## src/rtl/pe_stream_mux_pkg.sv

```systemverilog
// Shared definitions for the PE stream multiplexer: arbitration mode codes and
// an index-width helper usable in parameter lists.
package pe_stream_mux_pkg;

  localparam int MODE_FIXED = 0;
  localparam int MODE_RR    = 1;

  function automatic int pe_clog2(input int value);
    int r;
    r = 0;
    while ((1 << r) < value) r++;
    return r;
  endfunction

endpackage

```

## src/rtl/pe_rr_arbiter.sv

```systemverilog
// Combinational one-hot arbiter: fixed lowest-index priority or round-robin
// search starting just after rr_ptr, wrapping at CHANNELS-1.
module pe_rr_arbiter
  import pe_stream_mux_pkg::*;
#(
  parameter int CHANNELS = 4,
  parameter int MODE     = MODE_RR,
  localparam int CHAN_W  = pe_clog2(CHANNELS)
) (
  input  logic [CHANNELS-1:0] eligible,
  input  logic [CHAN_W-1:0]   rr_ptr,
  output logic [CHANNELS-1:0] grant,
  output logic [CHAN_W-1:0]   grant_idx
);

  int   idx;
  logic found;

  always_comb begin
    grant     = '0;
    grant_idx = '0;
    found     = 1'b0;
    idx       = 0;
    for (int k = 0; k < CHANNELS; k++) begin
      if (MODE == MODE_RR) begin
        // rr_ptr never exceeds CHANNELS-1, so one subtraction is enough to wrap.
        idx = int'(rr_ptr) + 1 + k;
        if (idx >= CHANNELS) idx = idx - CHANNELS;
      end else begin
        idx = k;
      end
      if (!found && eligible[idx]) begin
        found          = 1'b1;
        grant[idx]     = 1'b1;
        grant_idx      = CHAN_W'(idx);
      end
    end
  end

endmodule

```

## src/rtl/pe_stream_mux.sv

```systemverilog
// Registered N-to-1 stream multiplexer with valid/ready handshake, optional
// forced channel select and fixed-priority or round-robin arbitration.
module pe_stream_mux
  import pe_stream_mux_pkg::*;
#(
  parameter int WIDTH    = 32,
  parameter int CHANNELS = 4,
  parameter int MODE     = MODE_RR,
  localparam int CHAN_W  = pe_clog2(CHANNELS)
) (
  input  logic                         clk,
  input  logic                         rst_n,
  input  logic [CHANNELS*WIDTH-1:0]    in_data,
  input  logic [CHANNELS-1:0]          in_valid,
  output logic [CHANNELS-1:0]          in_ready,
  input  logic                         force_en,
  input  logic [CHAN_W-1:0]            force_sel,
  output logic [WIDTH-1:0]             out_data,
  output logic [CHAN_W-1:0]            out_chan,
  output logic                         out_valid,
  input  logic                         out_ready
);

  logic [CHANNELS-1:0] force_mask;
  logic [CHANNELS-1:0] eligible;
  logic [CHANNELS-1:0] grant;
  logic [CHAN_W-1:0]   grant_idx;
  logic [CHAN_W-1:0]   rr_ptr;
  logic [WIDTH-1:0]    grant_word;
  logic                load;
  logic                xfer;

  logic [WIDTH-1:0]    data_p1;
  logic [CHAN_W-1:0]   chan_p1;
  logic                vld_p1;

  // Out-of-range force_sel matches no channel, which blocks every request.
  always_comb begin
    force_mask = '0;
    for (int i = 0; i < CHANNELS; i++) begin
      force_mask[i] = (int'(force_sel) == i);
    end
  end

  assign eligible = force_en ? (in_valid & force_mask) : in_valid;

  pe_rr_arbiter #(
    .CHANNELS (CHANNELS),
    .MODE     (MODE)
  ) u_arb (
    .eligible  (eligible),
    .rr_ptr    (rr_ptr),
    .grant     (grant),
    .grant_idx (grant_idx)
  );

  assign load       = ~vld_p1 | out_ready;
  // rst_n gating keeps in_ready low while reset holds the register empty.
  assign in_ready   = grant & {CHANNELS{load & rst_n}};
  assign xfer       = |(in_valid & in_ready);
  assign grant_word = in_data[int'(grant_idx)*WIDTH +: WIDTH];

  // Stage p0 -> p1: selected word captured into the output register.
  always_ff @(posedge clk or negedge rst_n) begin
    if (!rst_n) begin
      vld_p1  <= 1'b0;
      data_p1 <= '0;
      chan_p1 <= '0;
      rr_ptr  <= CHAN_W'(CHANNELS - 1);
    end else if (load) begin
      vld_p1 <= xfer;
      if (xfer) begin
        data_p1 <= grant_word;
        chan_p1 <= grant_idx;
        if (MODE == MODE_RR) rr_ptr <= grant_idx;
      end
    end
  end

  assign out_data  = data_p1;
  assign out_chan  = chan_p1;
  assign out_valid = vld_p1;

endmodule
```

## config.mk

```make
export PLATFORM = sky130hd
export DESIGN_NAME = pe_stream_mux
export DESIGN_NICKNAME = d
export VERILOG_FILES = /design/src/rtl/pe_stream_mux_pkg.sv /design/src/rtl/pe_rr_arbiter.sv /design/src/rtl/pe_stream_mux.sv
export SDC_FILE = /design/constraint.sdc
export NUM_CORES = 1
export LEC_CHECK = 0
export CAP_MARGIN = 5
export CORE_MARGIN = 2
export CORE_UTILIZATION = 30
export CTS_CLUSTER_SIZE = 40
export DETAILED_ROUTE_END_ITERATION = 10
export PLACE_DENSITY = 0.66
export RECOVER_POWER = 50
export REMOVE_ABC_BUFFERS = 1
export SYNTH_ARGS = -nofsm -noshare
export SYNTH_HDL_FRONTEND = slang
export SYNTH_SLANG_ARGS = --single-unit
```

## constraint.sdc

```tcl
create_clock -name clk -period 4.69 [get_ports clk]
set_clock_uncertainty 0.15 [all_clocks]
set_input_delay 1.407 -clock clk [delete_from_list [all_inputs] [get_ports clk]]
set_output_delay 1.407 -clock clk [all_outputs]
set_load 0.05 [all_outputs]
```

After elaboration in Yosys (flattened, before gate mapping)

Cells that the tools add are included.

Bits of input ports: 138
Register bits: 37
Logic and storage cells: 86

Shift-type cells: 1
Reductions and logical operators: 13
Add/sub/neg operators: 8
$lt $le $gt $ge: 12
Muxes and demuxes: 36
Equal/unequal tests: 3
Bitwise gates (word level): 9

Operators by type and width:

| cell                                                                          | number |
|---|---|
| 32-bit by 1-bit >= comparator with 1-bit output, second input constant        | 4 |
| 32-bit by 4-bit less-than comparator with 1-bit output, second input constant | 4 |
| 32-bit 2-to-1 mux                                                             | 4 |
| 128-bit by 8-bit variable part select with 32-bit output                      | 1 |
| 32-bit by 4-bit >= comparator with 1-bit output, second input constant        | 3 |
| 32-bit by 4-bit subtractor with 32-bit output, second input constant          | 3 |
| 32-bit by 3-bit adder with 32-bit output, second input constant               | 2 |
| 32-bit by 2-bit adder with 32-bit output, second input constant               | 1 |
| 4-bit 2-to-1 mux                                                              | 5 |
| 1-bit 2-to-1 mux                                                              | 15 |
| 4-bit AND                                                                     | 3 |
| 4-bit OR                                                                      | 3 |
| 1-bit binary-select mux with 2-bit select                                     | 4 |
| 1-bit demux with 2-bit select                                                 | 4 |
| 2-bit 2-to-1 mux                                                              | 4 |
| 1-bit logical AND                                                             | 7 |
| 2-bit equality test, second input constant                                    | 2 |
| 4-bit OR reduction                                                            | 1 |
| 3-bit by 3-bit subtractor with 4-bit output, second input constant            | 1 |
| 2-bit by 1-bit adder with 3-bit output, second input constant                 | 1 |
| 3-bit >= comparator, second input constant                                    | 1 |
| 1-bit logical NOT                                                             | 3 |
| 2-bit by 1-bit equality test with 1-bit output, second input constant         | 1 |
| 2-bit logical NOT                                                             | 1 |
| other kinds (4)                                                               | 4 |

Logic depth before layout (Yosys ltp)

Depth after elaboration: 20
Gate-level depth with buffers: 13

By module

Synthesis repeated with hierarchy kept, for this count alone.

Cells, all modules: 189
Area total of the unflattened synthesis: 2,798.9 um^2

Modules (own cells, without submodules):

| module        | cells an instance | area an instance (um^2) | times used |
|---|---|---|---|
| pe_stream_mux | 133               | 2,356.0                 | 1 |
| pe_rr_arbiter | 56                | 442.9                   | 1 |

Worst setup path before layout

Ideal clock, no wire load.

Path type: input port to output port
From: in force_sel[1]
To: out in_ready[1]
Arrival time: 3.313 ns
Setup slack: -0.180 ns
Stages: 6
Path through: or4b_1 > o211ai_2 > mux2i_2 > nor2_1 > a222oi_1 > a21oi_1

Cells in the longest elaborated chain, start to end: 17
Elaborated cells on any way between the ends: 35
Those cells by class: eq/ne (3); mux (20); bitwise (5); reduce/logical (7)

RTL lines:

| what                                                 | line                | source |
|---|---|---|
| start: declaration                                   | pe_stream_mux.sv:17 | `input logic [CHAN_W-1:0] force_sel,` |
| 2-bit equality test (tied with other cells)          | pe_stream_mux.sv:41 | `force_mask[i] = (int'(force_sel) == i);` |
| 4-bit AND *                                          | pe_stream_mux.sv:45 | `assign eligible = force_en ? (in_valid & force_mask) : in_valid;` |
| 4-bit 2-to-1 mux *                                   | pe_stream_mux.sv:45 |  |
| 1-bit binary-select mux with 2-bit select            | pe_rr_arbiter.sv:32 | `if (!found && eligible[idx]) begin` |
| 1-bit 2-to-1 mux (not written as such) (2 in series) | pe_rr_arbiter.sv:32 |  |
| 1-bit 2-to-1 mux                                     | pe_rr_arbiter.sv:32 |  |
| 1-bit logical NOT                                    | pe_rr_arbiter.sv:32 |  |
| 1-bit logical AND                                    | pe_rr_arbiter.sv:32 |  |
| 1-bit 2-to-1 mux                                     | pe_rr_arbiter.sv:32 |  |
| 1-bit logical NOT                                    | pe_rr_arbiter.sv:32 |  |
| 1-bit logical AND                                    | pe_rr_arbiter.sv:32 |  |
| 1-bit 2-to-1 mux                                     | pe_rr_arbiter.sv:32 |  |
| 1-bit logical NOT                                    | pe_rr_arbiter.sv:32 |  |
| 1-bit logical AND                                    | pe_rr_arbiter.sv:32 |  |
| 4-bit 2-to-1 mux *                                   | pe_rr_arbiter.sv:32 |  |
| 4-bit AND *                                          | pe_stream_mux.sv:59 | `assign in_ready = grant & {CHANNELS{load & rst_n}};` |
| end: declaration                                     | pe_stream_mux.sv:15 | `output logic [CHANNELS-1:0] in_ready,` |

Every way passes the cells marked *; elsewhere a longest branch is shown, timed or not. The select of a mux whose other input is x is not followed.

Worst setup path after layout

From: in force_sel[0]
To: out in_ready[1]

The elaborated chain is that of the path after synthesis.

==> flow_summary.ini <==
[routing]
routedWlPerCell_um = 15.8
drc = 0
finalWirelength_um = 9290
drtIter0Drc = 77
viasPerCell = 4.84
postRouteAntennaNets = 0
firstDrtPassIters = 6
vias = 2855

[worst_setup_path]
critPathMaxFanout = 5
critical-path-slowest-cell = or4b_4
crit_type = in -> out
cp-start-kind = input pin
slowest_delay_ns = 0.54
arrival_ns = 3.20
worstSetupEndpointType = output port
required_ns = 3.13
worstPathCellList = buf_8 -> or4b_4 -> o211ai_4 -> mux2i_4 -> o21a_1 -> a222oi_1 -> a21oi_2 -> buf_12
cp_top_family = compound AO/OA/AOI/OAI gates
cp_num_buf_inv = 2

[timing]
worst_slack_ns = -0.0653
tightest_slew_ns = 2.13
rsz0062_at_grt = true
setup_tns_ns = -0.131
clock.fmax_mhz = 210
setup_viol = 3
drv_slew = 40
final_hold_viol_count = 0
fin_crit_sh = 1.01
relSlewSlack = -0.420
layout_min_cycle_time_ns = 4.76

[power]
p_per_area_nw_per_um2 = 802
power_w = 0.00433
leakage_nw = 2.45
peakVddDrop_v = 0.000548

[clocking]
clock_latency_ns = 0.28
cts_buffer_depth = 2
cts_hold_buf = 0
cts_buffers = 5
clk_pin_slew_ns = 0.07
cts_tree = yes
clock-sinks = 37
root_buffer = clkbuf_8
h-tree-depth = 2

[logic_synthesis]
synth_commonest_cells = mux2i_1, dfrtp_1, mux2_4
yosysTopAreaCellShare = 0.338
synth_seq_cells = 37
synth_edf_count = 0
yosysTopAreaCell = mux2i_1
synth.most_common_cell = mux2i_1
yosys_warnings = 0
netlist-cell-type-count = 41
ys_async_sr_fraction = 1.00
ys_top_cells_by_area = mux2i_1, dfrtp_1, mux2_4
synth_flop_cell = dfrtp_1
ys_seq_area_frac = 0.302
netlist_area_um2 = 3080
syn_avg_cell_area_um2 = 12.0
synth_cells = 257

[place]
dp_hpwl_um = 6980
routabilityCongestion = 0.776
dp.cells = 573
io_buffers = 176
placed_cell_area_um2 = 5130

[layout]
syn2layout_area_growth_pct = 75.6
stdcell_count = 590
design_area_um2 = 5400
drive_gt1_frac = 0.226
final_nets = 600
fillCellCount = 873

[floorplan]
die_w_um = 105
initial_core_util = 0.312
ios = 177
die_h_um = 105
rows = 36
dieArea_um2 = 11100
fp.coreArea_um2 = 9860

[grt]
grt_overflow_total = 0
antenna_found_initial = 1
grt_max_degree = 40
grt_pass1_wl_um = 14500
track_usage = 0.163
grt_pass1_vias = 2983

[status]
status = finished, violations left
violations = max-capacitance violations, max-slew violations, negative setup slack

[run]
drv_cap = 1

[worst_hold_path]
hp-class = reg -> reg
metrics by stage:
stage | hold slack (ns) | worst slack, ns | utilization
after global routing | 0.374 | -0.122 | 0.547
after global placement | 0.340 | -0.428 | 0.520
after CTS | 0.364 | -0.0289 | 0.542
after detailed placement | 0.343 | -0.472 | 0.520
final | 0.349 | -0.0653 | 0.548
after floorplan | 0.412 | -3.30 | -
registers in the layout (all words and copies together) (netlist names):
name and count:
out_chan 2, out_data 32, out_valid 1, rr_ptr 2
worst reg2reg max path, cell delays in order (launching register included):
cell and delay (ns):
dfstp_4 0.76, inv_1 0.15, ha_1 0.41, inv_1 0.12
o2111ai_1 0.11, o21a_2 0.26, nor2_2 0.09, a222oi_1 0.45
a21oi_2 0.15, buf_4 0.15, a221o_2 0.41, buf_12 0.20
mux2_4 0.37
layout by cell type, fill, tap and decap left out, types with 4 or more instances in the layout:
cell type	instances
mux2i_1	103
buf_2	4
mux2_2	8
clkdlybuf4s50_1	147
buf_4	27
dfrtp_1	35
dlygate4sd3_1	17
clkbuf_8	6
buf_12	6
ha_1	7
mux2_4	25
inv_1	6
logic make-up after synthesis:
group | Yosys count | share of synthesized area
mux | 138 | 0.494
buf+inv | 22 | 0.0513
compound gates | 26 | 0.0667
simple gates | 27 | 0.0574
flops | 37 | 0.302
fa+ha+maj | 7 | 0.0285
final timing paths:
| kind | slack [ns] | startpoint | cells after the start | to |
|---|---|---|---|---|
| worst max register to register | 0.80 | rr_ptr[0]$_DFFE_PN1P_ | 12 | out_data[25]$_DFFE_PN0P_ |
| min in group asynchronous | 1.76 | rst_n | 2 | out_data[7]$_DFFE_PN0P_ |
| worst min-delay path | 0.35 | out_data[3]$_DFFE_PN0P_ | 1 | out_data[3]$_DFFE_PN0P_ |
| worst max-delay path | -0.07 | force_sel[0] | 8 | in_ready[1] |
| worst min register to register | 0.35 | out_data[3]$_DFFE_PN0P_ | 1 | out_data[3]$_DFFE_PN0P_ |
| max in group asynchronous | 1.40 | rst_n | 2 | out_data[17]$_DFFE_PN0P_ |
area by class of cell:
cell class                      count  area (um2)  share of cell area
Antenna cell                        1        2.50            0.000463
Clock inverter                      1        30.0             0.00556
Timing Repair Buffer              207        2040               0.378
Tap cell                          133         166              0.0308
Multi-Input combinational cell    198        2120               0.393
Clock buffer                        7        86.3              0.0160
Inverter                            6        22.5             0.00417
Sequential cell                    37         932               0.173
routing by layer:
| metal | vias up | wire (um) | global-route usage |
|---|---|---|---|
| met2 | 129 | 4770 | 0.302 |
| met1 | 1343 | 3530 | 0.176 |
| li1 | 1372 | - | - |
| met5 | - | 0 | 0 |
| met4 | 0 | 129 | 0.0390 |
| met3 | 11 | 859 | 0.0581 |
report_power, final:
| group | total (W) | switching (W) | internal [W] |
|---|---|---|---|
| clock | 0.000288 | 0.000114 | 0.000174 |
| combinational | 0.00342 | 0.00178 | 0.00164 |
| sequential | 0.000621 | 0.000113 | 0.000508 |
what timing repair did:
action                     in CTS  in global routing
pin swaps                      12                  4
resized for setup              42                  9
hold endpoints to repair        0                  0
setup buffers                   8                  0
setup endpoints to repair       4                  4
(Power assumes the default switching activity.)
